===== src/rtl/spi_reg_bank.sv =====
// SPI slave register bank (mode 0) oversampled in the I_clk domain.
// Frame: R/W bit, ADDR_SIZE address bits, then DATA_SIZE-bit words until CSB rises.
module spi_reg_bank #(
    parameter int                   ADDR_SIZE = 8,
    parameter int                   DATA_SIZE = 8,
    parameter int                   NUM_REGS  = 4,
    parameter int                   NUM_STAT  = 2,
    parameter logic [DATA_SIZE-1:0] RST_VAL   = '0,
    parameter bit                   AUTO_INC  = 1'b1
) (
    input  logic                          I_clk,
    input  logic                          _I_rst,
    input  logic                          I_sclk,
    input  logic                          _I_csb,
    input  logic                          I_sdi,
    output logic                          O_sdo,
    output logic                          O_sdo_oe,
    input  logic [NUM_STAT*DATA_SIZE-1:0] I_status,
    output logic [NUM_REGS*DATA_SIZE-1:0] O_regs,
    output logic                          O_wr_stb,
    output logic [ADDR_SIZE-1:0]          O_wr_addr,
    output logic [DATA_SIZE-1:0]          O_wr_data
);

    localparam int CW = 6;

    typedef enum logic [1:0] {IDLE, CMD, ADDR, DATA} state_t;

    state_t               state, state_nxt;
    logic                 sclk_s1, sclk_s2, sclk_s3;
    logic                 csb_s1, csb_s2;
    logic                 sdi_s1, sdi_s2;
    logic                 sclk_rise, sclk_fall;
    logic                 rw;
    logic [ADDR_SIZE-1:0] addr, addr_shift, addr_step, rd_addr;
    logic [DATA_SIZE-1:0] din, din_shift, dout_sh, rd_word;
    logic [CW-1:0]        cnt;
    logic                 last_addr, last_data, wr_hit;
    logic                 sdo_q;
    logic [DATA_SIZE-1:0] regs [NUM_REGS];

    assign sclk_rise  = sclk_s2 & ~sclk_s3;
    assign sclk_fall  = ~sclk_s2 & sclk_s3;
    assign addr_shift = ADDR_SIZE'({addr, sdi_s2});
    assign din_shift  = DATA_SIZE'({din, sdi_s2});
    assign addr_step  = AUTO_INC ? addr + 1'b1 : addr;
    assign last_addr  = (cnt == CW'(ADDR_SIZE - 1));
    assign last_data  = (cnt == CW'(DATA_SIZE - 1));
    assign wr_hit     = (32'(addr) < NUM_REGS);
    assign O_sdo_oe   = (state == DATA) && rw && !csb_s2;
    assign O_sdo      = sdo_q & O_sdo_oe;

    // Two-flop synchronisers plus an extra SCLK stage for edge detection
    always_ff @(posedge I_clk or negedge _I_rst) begin
        if (!_I_rst) begin
            sclk_s1 <= 1'b0; sclk_s2 <= 1'b0; sclk_s3 <= 1'b0;
            csb_s1  <= 1'b1; csb_s2  <= 1'b1;
            sdi_s1  <= 1'b0; sdi_s2  <= 1'b0;
        end else begin
            sclk_s1 <= I_sclk; sclk_s2 <= sclk_s1; sclk_s3 <= sclk_s2;
            csb_s1  <= _I_csb; csb_s2  <= csb_s1;
            sdi_s1  <= I_sdi;  sdi_s2  <= sdi_s1;
        end
    end

    // State register
    always_ff @(posedge I_clk or negedge _I_rst) begin
        if (!_I_rst) state <= IDLE;
        else         state <= state_nxt;
    end

    // Next-state logic; CSB high returns to IDLE from anywhere
    always_comb begin
        state_nxt = state;
        if (csb_s2) begin
            state_nxt = IDLE;
        end else begin
            case (state)
                IDLE:    state_nxt = CMD;
                CMD:     if (sclk_rise) state_nxt = ADDR;
                ADDR:    if (sclk_rise && last_addr) state_nxt = DATA;
                default: state_nxt = state;
            endcase
        end
    end

    // Read source: address being completed in ADDR, next streamed address in DATA
    always_comb begin
        rd_addr = (state == ADDR) ? addr_shift : addr_step;
        rd_word = '0;
        for (int unsigned k = 0; k < NUM_REGS; k++)
            if (32'(rd_addr) == k) rd_word = regs[k];
        for (int unsigned k = 0; k < NUM_STAT; k++)
            if (32'(rd_addr) == NUM_REGS + k) rd_word = I_status[k*DATA_SIZE +: DATA_SIZE];
    end

    // Shifting, register commit, write strobe and SDO serialisation
    always_ff @(posedge I_clk or negedge _I_rst) begin
        if (!_I_rst) begin
            for (int unsigned k = 0; k < NUM_REGS; k++) regs[k] <= RST_VAL;
            rw        <= 1'b0;
            addr      <= '0;
            din       <= '0;
            dout_sh   <= '0;
            cnt       <= '0;
            sdo_q     <= 1'b0;
            O_wr_stb  <= 1'b0;
            O_wr_addr <= '0;
            O_wr_data <= '0;
        end else begin
            O_wr_stb <= 1'b0;
            if (csb_s2) begin
                cnt   <= '0;
                sdo_q <= 1'b0;
            end else begin
                case (state)
                    CMD: if (sclk_rise) begin
                        rw  <= sdi_s2;
                        cnt <= '0;
                    end
                    ADDR: if (sclk_rise) begin
                        addr <= addr_shift;
                        if (last_addr) begin
                            cnt <= '0;
                            if (rw) dout_sh <= rd_word;
                        end else begin
                            cnt <= cnt + 1'b1;
                        end
                    end
                    DATA: begin
                        if (sclk_rise) begin
                            din <= din_shift;
                            if (last_data) begin
                                cnt  <= '0;
                                addr <= addr_step;
                                if (rw) begin
                                    dout_sh <= rd_word;
                                end else if (wr_hit) begin
                                    for (int unsigned k = 0; k < NUM_REGS; k++)
                                        if (32'(addr) == k) regs[k] <= din_shift;
                                    O_wr_stb  <= 1'b1;
                                    O_wr_addr <= addr;
                                    O_wr_data <= din_shift;
                                end
                            end else begin
                                cnt <= cnt + 1'b1;
                            end
                        end else if (sclk_fall && rw) begin
                            sdo_q   <= dout_sh[DATA_SIZE-1];
                            dout_sh <= dout_sh << 1;
                        end
                    end
                    default: cnt <= '0;
                endcase
            end
        end
    end

    // Flatten control registers onto the output bus
    always_comb begin
        O_regs = '0;
        for (int unsigned k = 0; k < NUM_REGS; k++)
            O_regs[k*DATA_SIZE +: DATA_SIZE] = regs[k];
    end

endmodule


===== config.mk =====
export PLATFORM = sky130hd
export DESIGN_NAME = spi_reg_bank
export DESIGN_NICKNAME = d
export VERILOG_FILES = /design/src/rtl/spi_reg_bank.sv
export SDC_FILE = /design/constraint.sdc
export NUM_CORES = 1
export LEC_CHECK = 0
export CORE_MARGIN = 1.5
export CORE_UTILIZATION = 35
export CTS_CLUSTER_DIAMETER = 120
export DETAILED_ROUTE_END_ITERATION = 16
export GPL_TIMING_DRIVEN = 0
export PLACE_DENSITY = 0.59
export SYNTH_ARGS = -nofsm -noshare
export SYNTH_HDL_FRONTEND = slang
export SYNTH_SLANG_ARGS = --single-unit

===== constraint.sdc =====
create_clock -name I_clk -period 3.5 [get_ports I_clk]
set_input_delay 1.05 -clock I_clk [delete_from_list [all_inputs] [get_ports I_clk]]
set_output_delay 1.05 -clock I_clk [all_outputs]
set_load 0.01 [all_outputs]

==> results.cfg <==
[logic_synthesis]
yosysSeqAreaShare_pct = 49.7
syn-cell-area_um2 = 4490
yosysWarnings = 0
syn_inst = 399
synth_top_area_share_pct = 48.5
ys.flop_type = dfrtp_1
syn_area_per_cell_um2 = 11.2
synthArstFlopShare_pct = 100
syn_nets = 429
yosys.cell_types.count = 52
synth_top_cell_by_area = dfrtp_1
synth_edf_count = 0
synthTopCellsByArea = dfrtp_1 49%, mux2_2 15%, mux2i_1 3.1%
synth-seq-cells = 89

[routing]
viasPerCell = 5.29
ant_nets = 0
highest_layer = met4
totalWireLength_um = 11900
firstDrtPassIters = 4
route.met2.wl_um = 5410
wl_met3_um = 544
wl_per_cell_um = 18.1
drtIter0Drc = 191
drc = 0
wl_met1_um = 5870
via_count = 3488

[setup_path]
crit_path_start = state[0]$_DFFE_PN0P_
cp.arrival_ns = 2.08
cp-end-kind = output port
criticalPathCategory = reg -> out
slowest_stage = clkdlybuf4s50_1
cpPeakStageDelay_ns = 0.53
cp_max_fo = 8
start_kind = flop
crit_chain = ha_1, clkbuf_1, and3b_1, and2_1, clkdlybuf4s50_1
worstReg2RegStart = state[0]$_DFFE_PN0P_
required_ns = 2.45

[final_layout]
final_common_cell = dfrtp_1
final_cell_mix = 87 x dfrtp_1, 70 x clkdlybuf4s50_1, 59 x mux2_2, 27 x nand2_1, 26 x nor2_1
drive_gt1_share_pct = 19.3
fin_cells = 659
diodes = 0
multi_input_comb_area_um2 = 2140
final.fill_count = 1202
seq_area_um2 = 2230
finalInstanceArea_um2 = 5720
syn_to_final_growth_pct = 27.6
finalNetCount = 512

[global_route]
gr-total-overflow = 0
globalRouteTotalUtil_pct = 18.9
grt_pass1_wl_um = 19300
grt_start_max_net_pins = 67
grt_pass1_vias = 3571
antenna_found_initial = 0

[sta]
fin_skew_ns = 0.00982
setup_viol = 0
final.min_clock_period_ns = 3.13
fmax_mhz = 319
worstMarginPinSlew_ns = 0.783
relSlewSlack_pct = 47.8
rsz0062_at_grt = false
tns_ns = 0
finalHoldViolations = 0
period_share_pct = 89.4
slew_violations = 0

[floorplan]
num_rows = 41
start_util_pct = 35.7
die-area_um2 = 13500
die_x_um = 116
core_area_um2 = 12600
io_pins = 72
dieHeight_um = 116

[placement]
io_buffers = 71
dp_cells = 643
gp_congestion = 0.776
place_area_um2 = 5440
place_hpwl_um = 8620

[cts]
tritoncts = yes
clk_pin_slew_worst_paths_ns = 0.07
clk_path_buf_depth = 2
cts.sinks = 89
cts_resized = 0
cts_buffers = 9
cts_root_buffer = clkbuf_16
htreeDepth = 3
ctsHoldBuffers = 0
post_cts_buffers = 0
clk_latency_ns = 0.35

[worst_hold_path]
hp-class = reg -> reg
hp-start = sdi_s1$_DFF_PN0_

[power_and_ir_drop]
powerDensity_nw_per_um2 = 581
peakVddDrop_mv = 0.290
leakage_nw = 2.53

[flow_run]
maxCapViolations = 0

[status]
status = complete, no violations
[path summary, 6_finish.rpt]
kind / slack (ns) / endpoint / depth (start not counted)
worst min-delay path: 0.35 / sdi_s2$_DFF_PN0_ / 0
max in group asynchronous: 2.27 / addr[1]$_DFFE_PN0P_ / 2
worst max register to register: 0.38 / dout_sh[2]$_DFFE_PN0P_ / 12
worst min register to register: 0.35 / sdi_s2$_DFF_PN0_ / 0
worst max-delay path: 0.37 / O_sdo / 5
min in group asynchronous: 0.61 / sclk_s3$_DFF_PN0_ / 1
[where the power goes]
part | total [W] | switching, W | leakage [nW] | internal [W]
clock | 0.000947 | 0.000434 | 0.142 | 0.000513
combinational | 0.00120 | 0.000748 | 1.18 | 0.000449
sequential | 0.00118 | 0.0000798 | 1.20 | 0.00110
[kinds of logic after synthesis]
kind of cell,share of synthesized area [%]
fa+ha+maj,2.51
simple gates,11.8
flops,49.7
xor+xnor,1.37
mux,18.4
buf+inv,2.54
compound gates,13.7
[through the flow]
step | utilization, % | power, W | worst slack (ns) | hold slack (ns)
6_report | 45.5 | 0.00333 | 0.370 | 0.351
5_1_grt | 45.5 | 0.00351 | 0.135 | 0.359
4_1_cts | 45.5 | 0.00335 | 0.365 | 0.357
3_5_place_dp | 43.3 | 0.00240 | 0.396 | 0.338
3_3_place_gp | 43.1 | 0.00235 | -1.97 | 0.337
2_1_floorplan | - | 0.00205 | 1.02 | 0.331
[worst max-delay path, delay by kind of cell (launching register included)]
| kind | cells | cell delay [ns] |
|---|---|---|
| buffers and inverters | 2 | 0.78 |
| AND/OR/NAND/NOR | 2 | 0.40 |
| adder cells (fa/ha/maj) | 1 | 0.16 |
| flip-flops | 1 | 0.40 |
[routing by layer]
metal,track usage [%],up-vias
met5,0,-
met4,4.88,0
met3,5.03,10
met2,29.0,80
met1,26.4,1770
li1,-,1628
[synth_stat cells (3+ instances only)]
library cell and number:
a211oi_1 4, a21o_1 11, a21oi_1 17, a2bb2oi_1 4, a31oi_1 6, and3_1 3
buf_2 4, clkbuf_1 13, dfrtp_1 87, ha_1 9, inv_1 8, mux2_2 59
mux2i_1 14, nand2_1 27, nand2b_1 4, nand3_1 6, nor2_1 26, nor2b_1 9
nor3_1 7, o2111ai_1 4, o21ai_0 14, o22ai_1 9, or3_2 7, xnor2_1 5
[flip-flops by register name (all words and copies together), names as in the netlist]
register	flops
O_regs	32
O_wr_addr	8
O_wr_data	8
O_wr_stb	1
addr	8
cnt	6
csb_s1	1
csb_s2	1
din	7
dout_sh	8
rw	1
sclk_s1	1
sclk_s2	1
sclk_s3	1
sdi_s1	1
sdi_s2	1
sdo_q	1
state	2
[layout make-up]
cell class              instances  area share, %
plain buffers                  19           1.46
inverters                       8          0.525
well taps                     172           3.76
repair buffers                 72           12.9
flip-flops and latches         89           39.0
multi-input cells             283           37.4
clock buffers                  11           4.24
clock inverters                 5          0.765
Note: power is estimated with default switching activity, not from simulation.
